$ cat config.mk
export PLATFORM = sky130hd
export DESIGN_NAME = load_store_unit
export DESIGN_NICKNAME = d
export VERILOG_FILES = /design/src/rtl/load_store_unit.sv
export SDC_FILE = /design/constraint.sdc
export NUM_CORES = 1
export LEC_CHECK = 0
export ABC_AREA = 1
export CAP_MARGIN = 20
export CORE_ASPECT_RATIO = 1.25
export CORE_UTILIZATION = 30
export CTS_BUF_LIST = sky130_fd_sc_hd__clkbuf_4 sky130_fd_sc_hd__clkbuf_8
export DETAILED_ROUTE_END_ITERATION = 10
export PLACE_DENSITY = 0.61
export SYNTH_ARGS = -nofsm -noshare
export SYNTH_HDL_FRONTEND = slang
export SYNTH_SLANG_ARGS = --single-unit
$ cat constraint.sdc
create_clock -name clk -period 3.6 [get_ports clk]
set_input_delay 0.36 -clock clk [delete_from_list [all_inputs] [get_ports clk]]
set_output_delay 0.36 -clock clk [all_outputs]
set_load 0.03 [all_outputs]
$ cat src/rtl/load_store_unit.sv
// rtl/load_store_unit.sv - RV32I load/store stage driving a req/ack data bus
module load_store_unit #(
  parameter int TIMEOUT_CYCLES = 64
) (
  input  logic        clk,
  input  logic        rst,
  input  logic        req_valid,
  output logic        req_ready,
  input  logic        req_we,
  input  logic [2:0]  req_funct3,
  input  logic [31:0] req_addr,
  input  logic [31:0] req_wdata,
  output logic        rsp_valid,
  output logic [31:0] rsp_rdata,
  output logic        rsp_fault,
  output logic [1:0]  rsp_cause,
  output logic        mem_req,
  output logic        mem_we,
  output logic [31:0] mem_addr,
  output logic [3:0]  mem_be,
  output logic [31:0] mem_wdata,
  input  logic        mem_ack,
  input  logic [31:0] mem_rdata
);

  localparam int CW = (TIMEOUT_CYCLES > 0) ? $clog2(TIMEOUT_CYCLES + 1) : 1;

  localparam logic [1:0] CAUSE_NONE    = 2'b00;
  localparam logic [1:0] CAUSE_MISALGN = 2'b01;
  localparam logic [1:0] CAUSE_TIMEOUT = 2'b10;
  localparam logic [1:0] CAUSE_ILLEGAL = 2'b11;

  typedef enum logic [1:0] {S_IDLE, S_BUS, S_RESP} state_t;

  state_t          state_q, state_d;
  logic [CW-1:0]   cnt_q;
  logic [2:0]      funct3_q;
  logic [1:0]      off_q;
  logic            accept;
  logic            illegal;
  logic            misaligned;
  logic            timeout_hit;
  logic [3:0]      be_d;
  logic [31:0]     wdata_d;

  function automatic logic [31:0] load_extend(input logic [2:0]  f3,
                                              input logic [1:0]  off,
                                              input logic [31:0] word);
    logic [31:0] sh;
    sh = word >> {off, 3'b000};
    case (f3)
      3'b000:  load_extend = {{24{sh[7]}}, sh[7:0]};
      3'b100:  load_extend = {24'b0, sh[7:0]};
      3'b001:  load_extend = {{16{sh[15]}}, sh[15:0]};
      3'b101:  load_extend = {16'b0, sh[15:0]};
      default: load_extend = word;
    endcase
  endfunction

  assign req_ready = (state_q == S_IDLE);
  assign rsp_valid = (state_q == S_RESP);
  assign mem_req   = (state_q == S_BUS);
  assign accept    = req_valid && req_ready;

  // Stores have no unsigned variants, so funct3[2] with a store is illegal too.
  assign illegal = (req_funct3 == 3'b011) || (req_funct3 == 3'b110) ||
                   (req_funct3 == 3'b111) || (req_we && req_funct3[2]);

  assign misaligned = ((req_funct3[1:0] == 2'b01) && req_addr[0]) ||
                      ((req_funct3[1:0] == 2'b10) && (req_addr[1:0] != 2'b00));

  assign timeout_hit = (TIMEOUT_CYCLES != 0) && (cnt_q == CW'(TIMEOUT_CYCLES));

  always_comb begin
    be_d    = 4'b1111;
    wdata_d = req_wdata;
    case (req_funct3[1:0])
      2'b00: begin
        be_d    = 4'b0001 << req_addr[1:0];
        wdata_d = {4{req_wdata[7:0]}};
      end
      2'b01: begin
        be_d    = 4'b0011 << req_addr[1:0];
        wdata_d = {2{req_wdata[15:0]}};
      end
      default: ;
    endcase
  end

  always_comb begin
    state_d = state_q;
    case (state_q)
      S_IDLE: if (accept) state_d = (illegal || misaligned) ? S_RESP : S_BUS;
      S_BUS:  if (mem_ack || timeout_hit) state_d = S_RESP;
      S_RESP: state_d = S_IDLE;
      default: state_d = S_IDLE;
    endcase
  end

  always_ff @(posedge clk or negedge rst) begin
    if (!rst) begin
      state_q <= S_IDLE;
    end else begin
      state_q <= state_d;
    end
  end

  // Bus fields are latched at accept so they stay stable for the whole request.
  always_ff @(posedge clk or negedge rst) begin
    if (!rst) begin
      cnt_q     <= '0;
      funct3_q  <= 3'b000;
      off_q     <= 2'b00;
      mem_we    <= 1'b0;
      mem_addr  <= 32'h0;
      mem_be    <= 4'h0;
      mem_wdata <= 32'h0;
      rsp_rdata <= 32'h0;
      rsp_fault <= 1'b0;
      rsp_cause <= CAUSE_NONE;
    end else begin
      case (state_q)
        S_IDLE: begin
          if (accept) begin
            cnt_q    <= '0;
            funct3_q <= req_funct3;
            off_q    <= req_addr[1:0];
            if (illegal || misaligned) begin
              rsp_rdata <= 32'h0;
              rsp_fault <= 1'b1;
              rsp_cause <= illegal ? CAUSE_ILLEGAL : CAUSE_MISALGN;
            end else begin
              mem_we    <= req_we;
              mem_addr  <= {req_addr[31:2], 2'b00};
              mem_be    <= be_d;
              mem_wdata <= wdata_d;
            end
          end
        end
        S_BUS: begin
          if (mem_ack) begin
            rsp_rdata <= mem_we ? 32'h0 : load_extend(funct3_q, off_q, mem_rdata);
            rsp_fault <= 1'b0;
            rsp_cause <= CAUSE_NONE;
          end else if (timeout_hit) begin
            rsp_rdata <= 32'h0;
            rsp_fault <= 1'b1;
            rsp_cause <= CAUSE_TIMEOUT;
          end else begin
            cnt_q <= cnt_q + 1'b1;
          end
        end
        default: ;
      endcase
    end
  end

endmodule

### Word-level counts from Yosys, hierarchy flattened

Cells that the tools add are included.

| word-level totals | value |
|---|---|
| memories kept | 0 |
| word-level logic and storage cells | 81 |
| ROM bits | 0 |
| bits in writable memories | 0 |
| output and inout port bits | 107 |
| flip-flop bits (word level) | 116 |
| bits of input ports | 104 |
| bits in latches | 0 |

| operators by class | value |
|---|---|
| order comparisons | 0 |
| shift operators | 3 |
| equal/unequal tests | 17 |
| reduce and logical (&&, ||, !) cells | 20 |
| multiplexer cells | 28 |
| divide/modulo/power cells | 0 |
| bitwise operators | 1 |
| multiply operators | 0 |
| $add $sub $neg | 1 |

Operators with widths:

| operator | number |
|---|---|
| $mux W32 | 5 |
| $pmux W32 S2 | 2 |
| $pmux W32 S4 | 1 |
| $shr A32 B5 Y16 | 1 |
| $mux W7 | 3 |
| $mux W2 | 8 |
| $pmux W7 S2 | 1 |
| $eq A3 B3 Y1 const B | 4 |
| $pmux W2 S2 | 2 |
| $pmux W4 S2 | 1 |
| $reduce_and A4 Y1 | 2 |
| $add A7 B1 Y7 const B | 1 |
| $eq A7 B7 Y1 const B | 1 |
| $logic_or A1 B1 Y1 | 6 |
| $ne A2 B1 Y1 const B | 3 |
| $eq A2 B1 Y1 const B | 2 |
| $eq A2 B2 Y1 const B | 2 |
| $logic_and A1 B1 Y1 | 4 |
| $logic_not A2 Y1 | 2 |
| $mux W1 | 4 |
| $ne A2 B2 Y1 const B | 2 |
| $reduce_and A2 Y1 | 2 |
| $reduce_bool A2 Y1 | 2 |
| $shl A1 B2 Y4 const A | 1 |
| 8 further kinds | 8 |

### Longest topological paths before layout

| depth | value |
|---|---|
| depth after elaboration | 8 |
| mapped depth | 10 |
| gate-level depth less buffers | 10 |

### Worst setup path after synthesis

No wires, ideal clock.

| path | value |
|---|---|
| path type | flip-flop to flip-flop |
| from | register state_q[0] |
| to | register mem_we |
| data arrival time | 1.518 ns |
| required time | 3.470 ns |
| cell stages (with the launch flop) | 9 |
| path slack | 1.951 ns |
| setup time | 0.130 ns |
| path buffers | 2 |
| period minus slack after synthesis | 1.649 ns |
| cells stage by stage | dfrtp_1 nor2_2 inv_2 nor2_2 nand4_4 buf_6 buf_6 nand2_1 o21ai_1 |

| between the ends | value |
|---|---|
| cells in the longest elaborated chain, start to end | 3 |

RTL lines:

| element | RTL line | RTL |
|---|---|---|
| from (decl) | 35 | `state_t state_q, state_d;` |
| from (signal assigned) | 104 | `state_q <= state_d;` |
| $logic_not A2 Y1 * | 60 | `assign req_ready = (state_q == S_IDLE);` |
| via req_ready | 8 | `output logic req_ready,` |
| $logic_and A1 B1 Y1 | 63 | `assign accept = req_valid && req_ready;` |
| $reduce_and A3 Y1 (no line) * | - |  |
| to (signal assigned) | 133 | `mem_we <= req_we;` |
| to (decl) | 18 | `output logic mem_we,` |

The timed path passes the listed nets; every way through them passes the cells marked *.
A chain may end at the register's enable or synchronous reset.

### Worst setup path after layout

| path | value |
|---|---|
| from | register off_q[0] |
| to | register rsp_rdata[19] |

| between the ends | value |
|---|---|
| cells in the longest elaborated chain, start to end | 5 |

RTL lines:

| element | RTL line | RTL |
|---|---|---|
| from (decl) | 38 | `logic [1:0] off_q;` |
| from (signal assigned) | 127 | `off_q <= req_addr[1:0];` |
| $shr A32 B5 Y16 | 50 | `sh = word >> {off, 3'b000};` |
| $pmux W32 S4 | 51 | `case (f3)` |
| $mux W32 | 142 | `rsp_rdata <= mem_we ? 32'h0 : load_extend(funct3_q, off_q, mem_rdata);` |
| $mux W32 | 141 | `if (mem_ack) begin` |
| $pmux W32 S2 | 122 | `case (state_q)` |
| to (signal assigned) | 142 |  |
| to (decl) | 14 | `output logic [31:0] rsp_rdata,` |

No other way between the ends.

==> impl_metrics.ini <==
[synthesis]
yosys-top-cells-area = dfrtp_1 50%, nand2_1 17%, inv_1 5.2%
seq_area_frac_synth_pct = 50.25
synth_xor_xnor_area_share_pct = 0.4548
synth_cell_types = 36
synth-adder-area-share_pct = 0.4332
synth_top_family_by_area = simple AND/OR/NAND/NOR gates
yosysTopAreaCell = dfrtp_1
avgSynthCellArea_sq_um = 7.672
synth-main-ff-cell = dfrtp_1
muxShareOfSynthArea_pct = 0
yosysWarningCount = 0
synthSimpleGateAreaFrac_pct = 25.90
yosys.area.top_type_share_pct = 50.25
synthCells = 753
synth-seq-cells = 116
synth-edff-count = 0
async_flop_share_pct = 100.0
syn_area_sq_um = 5777
synth_compound_area_share_pct = 13.43

[detailed_routing]
wl_per_cell_microns = 14.52
vias = 5485
drc_errors = 0
viasPerCell = 4.590
ant_nets = 0
routed_wl_microns = 17360
drt-pass1-iter-count = 5
drt-initial-drc-count = 310

[cts]
post-cts-setup-buffers = 0
cts-buffers-inserted = 17
cts_tree = built
holdBufCountCts = 1
cts_num_sinks = 116
cts_resized = 0
h-tree-depth = 4
cts_root_buf = clkbuf_8
clk_path_buf_depth = 2
insertion_delay_ns = 0.45
cts.reportedPaths.clkPinSlew_ns = 0.08

[setup_path]
path_common_cell = nand2_1
reg2reg_from = off_q[0]
crit_path_start = off_q[0]
reg2regPathDepth = 8
endpoint = rsp_rdata[19]
crit_chain = inv_1 -> nand2_1 -> nand3_1 -> nand2_1 -> nand2_2 -> nand3_4 -> nand2_1 -> nand2_1
rrSetupSlack_ns = 1.28
required_ns = 3.93
crit_arrival_ns = 2.65
max_stage_delay_ns = 0.63
r2r_end = rsp_rdata[19]
critPathLaunchType = flip-flop
crit_fanout = 22
slowest_stage = dfrtp_1
crit_path_end_kind = flip-flop
worst-setup-path-type = reg2reg

[job]
drv_cap = 0

[timing]
relSlewSlack_pct = 54.68
final_hold_viol_count = 0
fin_crit_ns = 2.316
fin_ws_ns = 1.284
skew_ns = 0.01363
fmax_mhz = 431.8
drv_slew = 0
rsz0062_at_grt = no
finalSetupTns_ns = 0
setup_viol = 0
max_slew.worst_pin.slew_ns = 0.6774
period_share_pct = 64.33

[placement]
portBuffers = 208
hpwl_microns = 12410
gp_congestion = 0.8339
dp_worst_setup_slack_ns = 0.8185

[hold_path]
hp-class = in2async

[grt]
grt_start_max_net_pins = 85
grt_pass1_wl_microns = 27950
use_met1_pct = 22.12
gr-usage-met2_pct = 30.20
grt-ovfl-total = 0
grt.total_usage_pct = 18.26
busiest_layer = met2
use_met3_pct = 6.458
grt_antenna_before_repair = 0
grt_pass1_vias = 5332

[finish]
mostFrequentLayoutCells = 260 x nand2_1, 207 x clkdlybuf4s50_1, 116 x dfrtp_1, 80 x inv_1, 51 x o21ai_1
finalNetCount = 1056
fill_cells = 1927
area_delta_synth_final_pct = 46.03
final_common_cell = nand2_1
diodes = 0
drive_gt1_share_pct = 6.334

[run_status]
outcome = finished, final reports clean

[die]
io_pins = 211
rows = 56
start_util_pct = 30.76
core-area_sq_um = 18780
die_y_microns = 157.1
dieArea_sq_um = 19820
die_w_microns = 126.1

[power]
p_leak_uw = 0.004130
ir_drop_mv = 0.4702
power_density_nw_per_um2 = 802.0
[power breakdown]
part,switching [uW],internal (uW)
Sequential,333,1800
Clock,656,649
Combinational,2020,1310
Total,3010,3750
[critical path, delay by kind of cell (launching register included)]
| family | cells | cell delay (ns) |
|---|---|---|
| and+or+nand+nor | 7 | 0.96 |
| DFF | 1 | 0.63 |
| buffers and inverters | 1 | 0.60 |
[Yosys cell counts, types with 6 or more instances]
library cell and n:
nand3_1 42, dfrtp_1 116, nor2_1 38, o21ai_0 41, o21ai_1 51, buf_4 7, buf_2 10, buf_6 6
a21oi_1 48, inv_1 80, nand2_1 260, clkbuf_1 14
[how the worst min path moves through the flow]
stage	from	end	slack [ns]	cells after the start
6_report	rst	rsp_rdata[22]	0.41	2
5_1_grt	req_addr[31]	mem_addr[31]	0.43	3
4_1_cts	rst	rsp_rdata[22]	0.41	2
3_5_place_dp	rst	rsp_rdata[22]	0.36	1
3_3_place_gp	rst	rsp_rdata[22]	0.35	1
2_1_floorplan	rst	cnt_q[0]	0.06	0
[sequential cells by signal, indices dropped and copies added, names as in the netlist, 2 cells and up]
name,cells
mem_addr,30
rsp_rdata,32
cnt_q,7
rsp_cause,2
mem_wdata,32
funct3_q,3
off_q,2
mem_be,4
state_q,2
[kinds of logic after synthesis]
group / after synthesis
AND/OR/NAND/NOR: 359
AO/OA/AOI/OAI: 149
buffers and inverters: 123
flip-flops: 116
XOR/XNOR: 3
adder cells (fa/ha/maj): 2
other: 1
[per-layer routing]
| metal | share of wire, % | routed length, microns |
|---|---|---|
| met1 | 41 | 7194 |
| met2 | 49 | 8420 |
| met3 | 8.3 | 1445 |
| met4 | 1.7 | 294 |
| met5 | 0 | 0 |
[final cells by class]
cell class                      instances  area [sq um]  area share, %
Clock buffer                           17         234.0          2.774
Clock inverter                         15         182.7          2.166
Inverter                               84         315.3          3.738
Multi-Input combinational cell        515          2331          27.63
Sequential cell                       116          2903          34.41
Tap cell                              232         290.3          3.441
Timing Repair Buffer                  216          2180          25.84
[through the flow]
stage          total power, uW  instances  cell area (sq um)  util (%)  hold WS, ns
5_1_grt                   7208       1195               8436     44.92       0.4253
4_1_cts                   6849       1195               8436     44.92       0.4136
3_3_place_gp              5482       1162               8009     42.65       0.3485
2_1_floorplan             4074        754               5781         -      0.06441
6_report                  6765       1195               8436     44.92       0.4069
3_5_place_dp              5504       1162               8009     42.65       0.3560
No activity file was read; power rests on OpenSTA's default activity.
